$ cat src/rtl/rv32_lsu.sv
// Load/store unit bridging the RV32 core data port to a req/ack bus.
// Define RV32_LSU_MISALIGN_TRAP_EN to reject misaligned/illegal-size accesses.
module rv32_lsu #(
    parameter int AW = 32,
    parameter int DW = 32
) (
    input  logic          clk,
    input  logic          reset,
    input  logic [AW-1:0] address,
    input  logic          MemRead,
    input  logic          MemWrite,
    input  logic [2:0]    funct3,
    input  logic [DW-1:0] wdata,
    output logic [DW-1:0] rdata,
    output logic          stall,
    output logic          lsu_err,
    output logic          bus_req,
    output logic          bus_we,
    output logic [AW-1:0] bus_addr,
    output logic [3:0]    bus_be,
    output logic [DW-1:0] bus_wdata,
    input  logic          bus_ack,
    input  logic [DW-1:0] bus_rdata
);

`ifdef RV32_LSU_MISALIGN_TRAP_EN
    typedef enum logic [1:0] {IDLE, REQ, DONE, ERR} state_t;
`else
    typedef enum logic [1:0] {IDLE, REQ, DONE} state_t;
`endif

    localparam logic [1:0] SZ_BYTE = 2'd0;
    localparam logic [1:0] SZ_HALF = 2'd1;
    localparam logic [1:0] SZ_WORD = 2'd2;

    state_t state_q, state_d;

    logic          req;
    logic [1:0]    size_dec;
    logic          sign_dec;
    logic [3:0]    be_dec;
    logic [DW-1:0] wdata_dec;
    logic [DW-1:0] load_ext;
    logic [7:0]    byte_sel;
    logic [15:0]   half_sel;

    logic          bus_req_q, bus_req_d;
    logic          bus_we_q, bus_we_d;
    logic [AW-1:0] bus_addr_q, bus_addr_d;
    logic [3:0]    bus_be_q, bus_be_d;
    logic [DW-1:0] bus_wdata_q, bus_wdata_d;
    logic [DW-1:0] rdata_q, rdata_d;
    logic [1:0]    size_q, size_d;
    logic          sign_q, sign_d;
    logic [1:0]    off_q, off_d;
    logic          store_q, store_d;

`ifdef RV32_LSU_MISALIGN_TRAP_EN
    logic misalign;
    logic lsu_err_q, lsu_err_d;
`endif

    assign req = MemRead | MemWrite;

    // Decode size, signedness, lane enables and replicated store data from the core request.
    always_comb begin
        size_dec  = SZ_WORD;
        sign_dec  = ~funct3[2];
        be_dec    = 4'b1111;
        wdata_dec = wdata;
        case (funct3[1:0])
            2'b00: begin
                size_dec  = SZ_BYTE;
                be_dec    = 4'b0001 << address[1:0];
                wdata_dec = {4{wdata[7:0]}};
            end
            2'b01: begin
                size_dec  = SZ_HALF;
                be_dec    = address[1] ? 4'b1100 : 4'b0011;
                wdata_dec = {2{wdata[15:0]}};
            end
            default: begin
                size_dec  = SZ_WORD;
                be_dec    = 4'b1111;
                wdata_dec = wdata;
            end
        endcase
    end

`ifdef RV32_LSU_MISALIGN_TRAP_EN
    // funct3 011/110/111 have no legal RV32 encoding and trap alongside misalignment.
    always_comb begin
        misalign = 1'b0;
        if (funct3 == 3'b011 || funct3 == 3'b110 || funct3 == 3'b111)
            misalign = 1'b1;
        else if (size_dec == SZ_HALF && address[0])
            misalign = 1'b1;
        else if (size_dec == SZ_WORD && address[1:0] != 2'b00)
            misalign = 1'b1;
    end
`endif

    always_comb begin
        byte_sel = bus_rdata[7:0];
        case (off_q)
            2'd0:    byte_sel = bus_rdata[7:0];
            2'd1:    byte_sel = bus_rdata[15:8];
            2'd2:    byte_sel = bus_rdata[23:16];
            default: byte_sel = bus_rdata[31:24];
        endcase
        half_sel = off_q[1] ? bus_rdata[31:16] : bus_rdata[15:0];
        case (size_q)
            SZ_BYTE: load_ext = {{24{sign_q & byte_sel[7]}}, byte_sel};
            SZ_HALF: load_ext = {{16{sign_q & half_sel[15]}}, half_sel};
            default: load_ext = bus_rdata;
        endcase
    end

    always_ff @(posedge clk) begin
        if (reset)
            state_q <= IDLE;
        else
            state_q <= state_d;
    end

    always_comb begin
        state_d = state_q;
        case (state_q)
            IDLE: begin
                if (req) begin
`ifdef RV32_LSU_MISALIGN_TRAP_EN
                    state_d = misalign ? ERR : REQ;
`else
                    state_d = REQ;
`endif
                end
            end
            REQ:  if (bus_ack) state_d = DONE;
            DONE: state_d = IDLE;
`ifdef RV32_LSU_MISALIGN_TRAP_EN
            ERR:  state_d = DONE;
`endif
            default: state_d = IDLE;
        endcase
    end

    // Stall depends only on state and the core request, never on the bus.
    always_comb begin
        stall = 1'b0;
        case (state_q)
            IDLE:    stall = req;
            REQ:     stall = 1'b1;
            DONE:    stall = 1'b0;
`ifdef RV32_LSU_MISALIGN_TRAP_EN
            ERR:     stall = 1'b1;
`endif
            default: stall = 1'b0;
        endcase
    end

    always_comb begin
        bus_req_d   = bus_req_q;
        bus_we_d    = bus_we_q;
        bus_addr_d  = bus_addr_q;
        bus_be_d    = bus_be_q;
        bus_wdata_d = bus_wdata_q;
        rdata_d     = rdata_q;
        size_d      = size_q;
        sign_d      = sign_q;
        off_d       = off_q;
        store_d     = store_q;
`ifdef RV32_LSU_MISALIGN_TRAP_EN
        lsu_err_d   = 1'b0;
`endif
        case (state_q)
            IDLE: begin
                if (req) begin
                    bus_we_d    = MemWrite;
                    bus_addr_d  = {address[AW-1:2], 2'b00};
                    bus_be_d    = be_dec;
                    bus_wdata_d = wdata_dec;
                    size_d      = size_dec;
                    sign_d      = sign_dec;
                    off_d       = address[1:0];
                    store_d     = MemWrite;
                    rdata_d     = '0;
`ifdef RV32_LSU_MISALIGN_TRAP_EN
                    bus_req_d   = ~misalign;
`else
                    bus_req_d   = 1'b1;
`endif
                end
            end
            REQ: begin
                if (bus_ack) begin
                    bus_req_d = 1'b0;
                    rdata_d   = store_q ? '0 : load_ext;
                end
            end
`ifdef RV32_LSU_MISALIGN_TRAP_EN
            ERR: begin
                lsu_err_d = 1'b1;
                rdata_d   = '0;
            end
`endif
            default: ;
        endcase
    end

    always_ff @(posedge clk) begin
        if (reset) begin
            bus_req_q   <= 1'b0;
            bus_we_q    <= 1'b0;
            bus_addr_q  <= '0;
            bus_be_q    <= 4'b0000;
            bus_wdata_q <= '0;
            rdata_q     <= '0;
            size_q      <= SZ_WORD;
            sign_q      <= 1'b0;
            off_q       <= 2'b00;
            store_q     <= 1'b0;
`ifdef RV32_LSU_MISALIGN_TRAP_EN
            lsu_err_q   <= 1'b0;
`endif
        end else begin
            bus_req_q   <= bus_req_d;
            bus_we_q    <= bus_we_d;
            bus_addr_q  <= bus_addr_d;
            bus_be_q    <= bus_be_d;
            bus_wdata_q <= bus_wdata_d;
            rdata_q     <= rdata_d;
            size_q      <= size_d;
            sign_q      <= sign_d;
            off_q       <= off_d;
            store_q     <= store_d;
`ifdef RV32_LSU_MISALIGN_TRAP_EN
            lsu_err_q   <= lsu_err_d;
`endif
        end
    end

    assign bus_req   = bus_req_q;
    assign bus_we    = bus_we_q;
    assign bus_addr  = bus_addr_q;
    assign bus_be    = bus_be_q;
    assign bus_wdata = bus_wdata_q;
    assign rdata     = rdata_q;
`ifdef RV32_LSU_MISALIGN_TRAP_EN
    assign lsu_err   = lsu_err_q;
`else
    assign lsu_err   = 1'b0;
`endif

endmodule

$ cat config.mk
export PLATFORM = sky130hd
export DESIGN_NAME = rv32_lsu
export DESIGN_NICKNAME = d
export VERILOG_FILES = /design/src/rtl/rv32_lsu.sv
export SDC_FILE = /design/constraint.sdc
export NUM_CORES = 1
export LEC_CHECK = 0
export BUFFER_PORTS_ARGS = -buffer_cell sky130_fd_sc_hd__buf_2
export CAP_MARGIN = 10
export CORE_MARGIN = 3
export CORE_UTILIZATION = 40
export CTS_CLUSTER_SIZE = 20
export DETAILED_ROUTE_END_ITERATION = 7
export PLACE_DENSITY_LB_ADDON = 0.15
export SKIP_LAST_GASP = 1
export SLEW_MARGIN = 15
export SYNTH_ARGS = -nofsm -noshare
export SYNTH_HDL_FRONTEND = slang
export SYNTH_SLANG_ARGS = --single-unit
export TNS_END_PERCENT = 20
$ cat constraint.sdc
create_clock -name clk -period 5 [get_ports clk]
set_clock_uncertainty 0.1 [all_clocks]
set_input_delay 0.25 -clock clk [delete_from_list [all_inputs] [get_ports clk]]
set_output_delay 0.25 -clock clk [all_outputs]
set_load 0.05 [all_outputs]
==> run metrics <==
max_slew headroom 33.5%; slowest cell on the critical path dfxtp_1; Setup TNS Final 0 ps; outcome finished, final reports clean; Synth-to-Final Area Change 27.9%; Tmin final ~2400 ps; Setup crit end rdata[18]; max incr delay on CP 780 ps; largest net degree at the start of global routing 84; sequential share of the synthesized area 44.5%; # IOs 208; Total Routing Usage GR slightly above 20%; n_diodes 0; Hold Path Class in2reg; vias in the first global route 4302; worst reg-to-reg path cell count 4; Buf+Inv Stages, Crit Path 0; CTS resizes 0; die area 0.0134 mm2; Initial Utilization 41.6%; RSZ-0062 raised after global routing no; DRT Pass-1 Iters 6; Top delay family on crit path compound AO/OA/AOI/OAI gates; Worst setup SP type register; post-synth top area share 44.5%; worst endpoint data arrival time roughly 2600 ps; Worst R2R End rdata[18]; clock root cell clkbuf_16; Synth Instances 573; die height 116 um; fin. max-slew vios 0; initial antenna violation count 0; dpl ws between 2000 and 3000 ps; Max VDD drop 208 uV; syn avg cell area approximately 8.4 um2; drt drc 0; Yosys Warn Count 0; Levels on crit path 4; total grt overflow 0; clock transition at the registers of the reported paths 70 ps; Synth area leaders dfxtp_1 (45%), nand2_1 (9.1%), a21oi_1 (7.7%), mux2i_1 (4.0%), o21ai_0 (4.0%); Filler cells 1141; crit path kind reg2reg; TritonCTS clock tree done; PnR worst setup slack 2600 ps; die width 116 um; DR WL/cell between 15 and 20 um; final wirelength 14300 um; H-Tree Level Count 3; Longest Clk Path Bufs 2; max_cap viols 0; first-pass GRT wire length 22100 um; FF-to-FF Start off_q[1]; crit-path cells nand2b_1 > o32ai_4 > o21ai_4 > o2bb2ai_1; final hold violation count 0; clk sinks 107; Netlist cell types 38; Total Power 2.24 mW; Crit Path Max Fanout 21; Fmax 416 MHz; placer congestion estimate 0.852; Port Buffers 204; Finished Core Util 53.2%; #FFs+latches synth 107; detailed-route via count 4722; 1st-iter DRT viols 374; area leader, netlist dfxtp_1; Leak 2.78 nW; Nets 847; Reg2Reg Setup Slack 2600 ps; clk_lat worst skew 340 ps; fin crit share 48.1%; Power Dens Cells 365 mW/mm2; final setup fails 0; Post-DP HPWL 10300 um; total CTS buffers 9; Worst Setup SP off_q[1]; slew at the pin with the worst max-slew slack 993 ps; # hold bufs at CTS 1; row count 39; Core Footprint 0.0116 mm2; postcts setup bufs 0; DR vias/cell 5.30; Critical Path RT roughly 5200 ps; Antenna Nets Post-Route 0; CP endpoint kind register; Post-Syn Area 0.00481 mm2; share of cells above drive strength 1 33.2%
worst min path at each step:
stage / startpoint / endpoint / slack [ps] / cells after the start
6_report: address[30] / bus_addr[30] / 40 / 3
5_1_grt: address[12] / bus_addr[12] / 40 / 3
4_1_cts: address[24] / bus_addr[24] / 30 / 3
3_5_place_dp: funct3[2] / sign_q / 330 / 2
3_3_place_gp: funct3[2] / sign_q / 330 / 2
2_1_floorplan: funct3[2] / sign_q / 250 / 1
per-layer routing:
metal,share of wire (%),track usage (%)
met3,8.4,5.85
met1,43,27.4
met4,1.6,6.50
met2,47,32.6
met5,0,0
cell type report:
type | instances | area, um2 | area share, %
Clock buffer | 12 | 256 | 4.17
Clock inverter | 4 | 48.8 | 0.793
Inverter | 6 | 22.5 | 0.366
Multi-Input combinational cell | 409 | 2430 | 39.6
Sequential cell | 107 | 2140 | 34.8
Tap cell | 143 | 179 | 2.91
Timing Repair Buffer | 210 | 1070 | 17.4
synth_stat cells, drive strengths merged:
master and count:
a211o 8, a211oi 12, a21oi 74, a221oi 8, a22o 1, a22oi 1, a311oi 8, a31oi 1
and3b 6, buf 18, clkbuf 35, clkinv 1, conb 1, dfxtp 107, inv 5, mux2 7
mux2i 19, nand2 117, nand2b 9, nand3b 4, nor2 34, nor2b 2, nor3 10, nor4b 1
o21ai 41, o21bai 1, o2bb2ai 31, o31a 1, o32ai 1, or3 9
sequential cells by signal, indices dropped and copies added, names as in the netlist:
signal and flops:
size_q 2, store_q 1, state_q 2, bus_req 1, bus_wdata 32, bus_be 4
rdata 32, bus_addr 30, sign_q 1, off_q 2
cell families after synthesis:
kind of cell	Yosys count	synth area share [%]
simple gates	192	17.5
compound gates	188	26.8
flops	107	44.5
buf+inv	59	5.46
mux	26	5.59
other cells	1	0.0780
layout by cell type, fill, tap and decap left out, types with 2 or more instances in the layout:
cell type / count
a221oi_1: 8
buf_2: 204
or3_1: 9
o21ai_0: 38
clkbuf_16: 9
buf_4: 5
a211o_1: 8
nor2_1: 33
o21ai_4: 2
clkbuf_8: 2
inv_1: 5
conb_1: 3
nand3b_1: 4
a21oi_1: 74
mux2_2: 7
and3b_1: 6
clkinv_2: 2
o2bb2ai_2: 10
mux2i_1: 19
a211oi_1: 12
dfxtp_1: 107
nand2b_1: 9
nor3_1: 8
nand2_1: 117
o2bb2ai_1: 21
a311oi_1: 8
worst register-to-register path: stages (launching register included):
cell and delay, ps:
dfxtp_1 780, nand2b_1 380, o32ai_4 550, o21ai_4 270, o2bb2ai_1 250
report_power, final:
| part | switching, mW | total (mW) | internal [mW] |
|---|---|---|---|
| logic | 0.410 | 0.565 | 0.155 |
| clock network | 0.307 | 0.723 | 0.415 |
| registers | 0.0409 | 0.955 | 0.914 |
stage by stage:
| stage | cell area [um2] | hold slack, ps | cells |
|---|---|---|---|
| 2_1_floorplan | 4820 | 246 | 575 |
| 3_3_place_gp | 5830 | 333 | 874 |
| 3_5_place_dp | 5830 | 333 | 874 |
| 4_1_cts | 6150 | 30.0 | 891 |
| 5_1_grt | 6150 | 36.8 | 891 |
| 6_report | 6150 | 44.8 | 891 |
(Power assumes the default switching activity.)
